### config.mk
export PLATFORM = sky130hd
export DESIGN_NAME = input_debouncer
export DESIGN_NICKNAME = d
export VERILOG_FILES = /design/src/rtl/input_debouncer.sv
export SDC_FILE = /design/constraint.sdc
export NUM_CORES = 1
export LEC_CHECK = 0
export ABC_AREA = 1
export ABC_CLOCK_PERIOD_IN_PS = 1900
export BUFFER_PORTS_ARGS = -buffer_cell sky130_fd_sc_hd__buf_4
export CAP_MARGIN = 10
export CORE_MARGIN = 4
export CORE_UTILIZATION = 58
export DETAILED_ROUTE_END_ITERATION = 6
export HOLD_SLACK_MARGIN = 0.02
export PLACE_DENSITY = 0.78
export SLEW_MARGIN = 5
export SYNTH_ARGS = -nofsm -noshare
export SYNTH_HDL_FRONTEND = slang
export SYNTH_SLANG_ARGS = --single-unit
### constraint.sdc
create_clock -name clk -period 1.9 [get_ports clk]
set_input_delay 0.38 -clock clk [delete_from_list [all_inputs] [get_ports clk]]
set_output_delay 0.38 -clock clk [all_outputs]
set_load 0.02 [all_outputs]
### src/rtl/input_debouncer.sv
// Debounces a raw asynchronous input: two-flop synchroniser, stability-qualified
// level FSM, registered edge pulses and a saturating count of aborted transitions.
module input_debouncer #(
  parameter int STABLE_CYCLES = 50000,
  parameter int CNT_WIDTH     = 16
) (
  input  logic       clk,
  input  logic       rst_n,
  input  logic       din,
  output logic       dout,
  output logic       rise,
  output logic       fall,
  output logic [7:0] bounce_count
);

  if (STABLE_CYCLES < 1) begin : g_bad_stable_cycles
    $error("input_debouncer: STABLE_CYCLES must be >= 1");
  end
  if ((longint'(1) << CNT_WIDTH) < longint'(STABLE_CYCLES)) begin : g_bad_cnt_width
    $error("input_debouncer: CNT_WIDTH too narrow for STABLE_CYCLES");
  end

  localparam logic [CNT_WIDTH-1:0] CNT_ONE  = CNT_WIDTH'(1);
  localparam logic [CNT_WIDTH-1:0] CNT_LAST = CNT_WIDTH'(STABLE_CYCLES - 1);
  localparam bit                   SINGLE   = (STABLE_CYCLES == 1);

  typedef enum logic [1:0] {
    IDLE_LO,
    WAIT_HI,
    IDLE_HI,
    WAIT_LO
  } state_e;

  logic                 s1_q, s1_d;
  logic                 s2_q, s2_d;
  state_e               state_q, state_d;
  logic [CNT_WIDTH-1:0] cnt_q, cnt_d;
  logic                 dout_q, dout_d;
  logic                 rise_q, rise_d;
  logic                 fall_q, fall_d;
  logic [7:0]           bounce_q, bounce_d;
  logic                 bounce_hit;

  always_comb begin
    // NOTE: every signal gets a default before the case so no path leaves one unassigned (no latches).
    s1_d       = din;
    s2_d       = s1_q;
    state_d    = state_q;
    cnt_d      = cnt_q;
    dout_d     = dout_q;
    rise_d     = 1'b0;
    fall_d     = 1'b0;
    bounce_hit = 1'b0;

    unique case (state_q)
      IDLE_LO: begin
        cnt_d  = '0;
        dout_d = 1'b0;
        if (s2_q) begin
          if (SINGLE) begin
            state_d = IDLE_HI;
            dout_d  = 1'b1;
            rise_d  = 1'b1;
          end else begin
            state_d = WAIT_HI;
            cnt_d   = CNT_ONE;
          end
        end
      end

      // A revert wins over the terminal count, even on the final qualifying cycle.
      WAIT_HI: begin
        if (!s2_q) begin
          state_d    = IDLE_LO;
          cnt_d      = '0;
          bounce_hit = 1'b1;
        end else if (cnt_q == CNT_LAST) begin
          state_d = IDLE_HI;
          cnt_d   = '0;
          dout_d  = 1'b1;
          rise_d  = 1'b1;
        end else begin
          cnt_d = cnt_q + CNT_ONE;
        end
      end

      IDLE_HI: begin
        cnt_d  = '0;
        dout_d = 1'b1;
        if (!s2_q) begin
          if (SINGLE) begin
            state_d = IDLE_LO;
            dout_d  = 1'b0;
            fall_d  = 1'b1;
          end else begin
            state_d = WAIT_LO;
            cnt_d   = CNT_ONE;
          end
        end
      end

      WAIT_LO: begin
        if (s2_q) begin
          state_d    = IDLE_HI;
          cnt_d      = '0;
          bounce_hit = 1'b1;
        end else if (cnt_q == CNT_LAST) begin
          state_d = IDLE_LO;
          cnt_d   = '0;
          dout_d  = 1'b0;
          fall_d  = 1'b1;
        end else begin
          cnt_d = cnt_q + CNT_ONE;
        end
      end

      default: begin
        state_d = IDLE_LO;
        cnt_d   = '0;
        dout_d  = 1'b0;
      end
    endcase

    bounce_d = bounce_q;
    if (bounce_hit && (bounce_q != 8'hFF)) begin
      bounce_d = bounce_q + 8'd1;
    end
  end

  // NOTE: every flop here is control state, so all of them take the async reset value.
  always_ff @(posedge clk or negedge rst_n) begin
    if (!rst_n) begin
      s1_q     <= 1'b0;
      s2_q     <= 1'b0;
      state_q  <= IDLE_LO;
      cnt_q    <= '0;
      dout_q   <= 1'b0;
      rise_q   <= 1'b0;
      fall_q   <= 1'b0;
      bounce_q <= '0;
    end else begin
      // NOTE: non-blocking assignments so every flop samples pre-edge values.
      s1_q     <= s1_d;
      s2_q     <= s2_d;
      state_q  <= state_d;
      cnt_q    <= cnt_d;
      dout_q   <= dout_d;
      rise_q   <= rise_d;
      fall_q   <= fall_d;
      bounce_q <= bounce_d;
    end
  end

  assign dout         = dout_q;
  assign rise         = rise_q;
  assign fall         = fall_q;
  assign bounce_count = bounce_q;

endmodule

==> flow_results.org <==
** Timing
- The worst path in the final design needs a cycle of 1.644 ns, including I/O delays and setup.
- The number of max-slew violations in the final report is 0.
- Clock tree skew after final layout :: about 0.005 ns
- Of the available clock period, the critical path in the final layout requires 0.8651.
- For the pin with the worst max-slew slack, the measured transition is 0.3772 ns.
- Setup slack on the critical path of the routed design comes to around 0.26 ns.
- Setup violations remaining at the end of the flow were counted as 0.
- Setup repair after global routing left no endpoint under its margin.
- Aggregate negative setup slack :: 0 ns
- Achievable clock frequency :: about 610 MHz
- In this run the tightest slew margin relative to its limit is 0.7485.
- Hold Vio Cnt, Final :: 0

** Final layout
- Area growth syn-to-layout :: 12.42%
- The repair_antennas step left the layout with diodes totalling 0.
- In the final layout, flip-flops and latches occupy between 700 and 800 um^2.
- Fill cells :: about 220
- Multi-input logic area :: roughly 760 um^2
- Layout net count :: approximately 220
- Fraction of final layout cells sized beyond drive strength 1 :: 0.1836

** Job
- Max capacitance violation total :: 0

** GRT
- Number of antenna violations at the first check in global routing :: 0
- Via count of the first global-routing pass :: around 1100
- Entering global routing, the biggest net connects 32 pins.
- Total global routing overflow :: 0
- GRT Total Usage :: 0.1822
- The first global-routing pass estimated between 4 and 5 mm of wire.

** Clock tree
- After clock tree synthesis, the clock-pin slew on the worst setup and hold paths is 0.10 ns.
- TritonCTS created 5 clock buffers.
- Clock insertion delay at the later pin of the skew report :: between 0.3 and 0.4 ns
- Number of clock sinks :: 31
- The longest clock path from root to sink contains 2 buffers.
- H-tree lvl count :: 2
- TritonCTS built the clock tree.
- After clock tree synthesis, the repair step resized 0 gates.
- The tree is rooted in a sky130_fd_sc_hd__clkbuf_4.
- Postcts setup bufs :: 0

** Floorplanning
- In this run the horizontal extent of the chip is around 61 um.
- In this run the count of I/O pins placed on the die edge is 14.
- Initial core utilization :: 0.6300
- Die outline height :: about 61 um
- Count of standard-cell rows :: 18
- Area of the die :: between 0.003 and 0.004 mm^2
- The floorplan step defined a core boundary enclosing roughly 0.0026 mm^2.

** Setup path
- Kind of launch point of the worst setup path :: flip-flop
- End point of the critical path :: cnt_q[4]
- In this run the worst setup path begins at cnt_q[0].
- Critical R2R Capture :: cnt_q[4]
- Critical Path End Type :: flip-flop
- Category of the critical setup timing path :: reg2reg
- Critical Path RT :: 2.14 ns
- The worst register-to-register path begins at cnt_q[0].
- At the worst endpoint, the arrival time is 1.89 ns.
- Minimum setup slack among reg-to-reg paths :: 0.26 ns
- Depth of the worst register-to-register path :: 6
- In this run the worst path has a maximum fanout of 15.

** Placement
- HPWL reported at the end of detailed placement :: about 2.0 mm
- The congestion estimate from routability-driven global placement came to a little under 0.8.
- In this run the tool buffered the top-level ports with 13 buffer cells.
- OpenSTA, run right after detailed placement, puts the worst setup slack at approximately 0.28 ns.

** Yosys
- The commonest cells after synthesis are 38 x sky130_fd_sc_hd__nand2_1, 32 x sky130_fd_sc_hd__nor2_1, 31 x sky130_fd_sc_hd__dfrtp_1.
- Portion of synthesized cell area occupied by the leading cell type :: 0.4755
- Count leader, synth :: sky130_fd_sc_hd__nand2_1
- The synthesized design spends more area on one cell type than any other, namely sky130_fd_sc_hd__dfrtp_1.
- Register bit count reported by yosys :: 31
- In the synthesized netlist, the number of instances is 186.
- A synthesized cell averages 8.772 um^2.
- Syn. warnings :: 0
- The number of nets in the synthesized netlist is 196.
- For this run, asynchronously set or reset flops after synthesis account for 1.000.
- Synth unique cells :: 29
- Sorting the synthesized cells by area gives the leading types as sky130_fd_sc_hd__dfrtp_1 48%, sky130_fd_sc_hd__nand2_1 8.7%, sky130_fd_sc_hd__nor2_1 7.4%.
- Post-synthesis instance area :: about 0.0016 mm^2
- For this run, the register share of the synthesized area comes to 0.4755.
- Number of synthesized flops with an enable pin :: 0
- Dominant register cell in the synthesized netlist :: sky130_fd_sc_hd__dfrtp_1

** Drt
- Number of detailed-routing iterations run before antenna repair :: 4
- The final route contains 1193 vias.
- Drc violations :: 0
- In this run, the number of DRC markers left after iteration 0 of detailed routing was 36.
- Dividing the detail-routed via count by the number of cells gives about 5.
- Final routed wirelength across all metal layers :: ~2.8 mm
- DR WL/cell :: about 12 um
- Detail Route Antenna Nets :: 0

** Outcome
- The flow ran to the end, and the final reports show no timing, DRC or antenna violations.

** Power
- Static power due to leakage :: a little over 0.9 nW
- Power Density :: 1095 mW/mm^2
- Across the VDD grid, the largest voltage drop is about 0.00095 V.

** Hold path
- The worst hold path begins at din.
- Worst hold path type :: in2reg
-- metal layers --
layer	up-vias	wire [um]	track usage
met5	-	0	0
met4	0	63	0.1022
met2	19	1339	0.2779
met1	543	1284	0.2378
li1	624	-	-
met3	7	95	0.04403
-- power by group --
part | total (mW) | internal (mW) | switching (mW)
combinational | 0.695 | 0.269 | 0.426
clock | 0.442 | 0.218 | 0.224
sequential | 0.872 | 0.762 | 0.110
total | 2.01 | 1.25 | 0.761
-- logic make-up after synthesis --
group,count (synthesis),synth area share
flip-flops,31,0.4755
buffers and inverters,23,0.05752
XOR/XNOR,14,0.07515
AO/OA/AOI/OAI,11,0.04294
adder cells (fa/ha/maj),7,0.05368
AND/OR/NAND/NOR,100,0.2952
-- cells in the final DEF, fill, tap and decap left out --
cell type,netlist,routed
sky130_fd_sc_hd__o21ai_0,3,3
sky130_fd_sc_hd__nor3b_1,2,2
sky130_fd_sc_hd__buf_4,0,13
sky130_fd_sc_hd__nand2_1,38,38
sky130_fd_sc_hd__ha_1,7,7
sky130_fd_sc_hd__o21bai_1,1,1
sky130_fd_sc_hd__o22ai_1,1,1
sky130_fd_sc_hd__a21oi_1,1,1
sky130_fd_sc_hd__inv_1,21,21
sky130_fd_sc_hd__nand3_2,3,3
sky130_fd_sc_hd__clkbuf_1,0,1
sky130_fd_sc_hd__xor2_1,11,11
sky130_fd_sc_hd__nor2_4,1,1
sky130_fd_sc_hd__a21oi_2,1,1
sky130_fd_sc_hd__a211oi_1,1,1
sky130_fd_sc_hd__nand4_1,4,4
sky130_fd_sc_hd__nor3_1,2,2
sky130_fd_sc_hd__dlygate4sd3_1,0,1
sky130_fd_sc_hd__dfrtp_1,31,31
sky130_fd_sc_hd__xnor2_1,3,3
sky130_fd_sc_hd__nand2_2,4,4
sky130_fd_sc_hd__clkbuf_8,0,2
sky130_fd_sc_hd__nor3_2,3,3
sky130_fd_sc_hd__nor2_2,2,2
sky130_fd_sc_hd__or2_2,2,2
sky130_fd_sc_hd__nand3_1,5,5
sky130_fd_sc_hd__clkbuf_4,0,5
sky130_fd_sc_hd__nor4_1,1,1
sky130_fd_sc_hd__nor2_1,32,32
sky130_fd_sc_hd__inv_2,1,1
sky130_fd_sc_hd__o21a_1,2,2
sky130_fd_sc_hd__o21ai_1,1,1
sky130_fd_sc_hd__nor3_4,1,1
-- final cells by class --
type	instances	area share
Sequential cell	31	0.4229
Timing Repair Buffer	14	0.05866
Inverter	22	0.04502
Tap cell	30	0.02046
Clock buffer	8	0.03752
Multi-Input combinational cell	132	0.4154
-- flip-flops by register name, indices dropped and copies added, names as in the netlist, named ones only --
| name | flops |
|---|---|
| dout | 1 |
| bounce_count | 8 |
| state_q | 1 |
| rise | 1 |
| fall | 1 |
| cnt_q | 16 |
| s2_q | 1 |
| s1_q | 1 |
-- through the flow --
stage	utilization	area [um^2]	total power, mW	hold WS (ns)	cells
4_1_cts	0.7082	1834	2.040	0.1297	237
3_5_place_dp	0.6778	1755	1.585	0.3308	228
5_1_grt	0.7082	1834	2.178	0.1361	237
6_report	0.7082	1834	2.009	0.1470	237
3_3_place_gp	0.6778	1755	1.545	0.3268	228
2_1_floorplan	-	1632	1.369	0.08441	186
-- how the worst min path moves through the flow --
stage | to | cells past startpoint | slack, ns
global route | s1_q | 1 | 0.14
detailed placement | cnt_q[4] | 1 | 0.33
CTS | s1_q | 1 | 0.13
global placement | cnt_q[5] | 1 | 0.33
floorplan | asynchronous set/reset pin | 0 | 0.08
finish | s1_q | 1 | 0.15
-- worst max-delay path, cell delays in order, from the launching register on --
cell	delay, ns
sky130_fd_sc_hd__dfrtp_1	0.43
sky130_fd_sc_hd__ha_1	0.24
sky130_fd_sc_hd__nand3_1	0.11
sky130_fd_sc_hd__nor2_1	0.06
sky130_fd_sc_hd__nand2_2	0.13
sky130_fd_sc_hd__nand3_2	0.29
sky130_fd_sc_hd__nor3b_1	0.30
-- what timing repair did --
action / CTS / global route
setup endpoints to repair: 0 / 0
hold buffers: 1 / 0
hold endpoints to repair: 31 / 0
(Power assumes the default switching activity.)
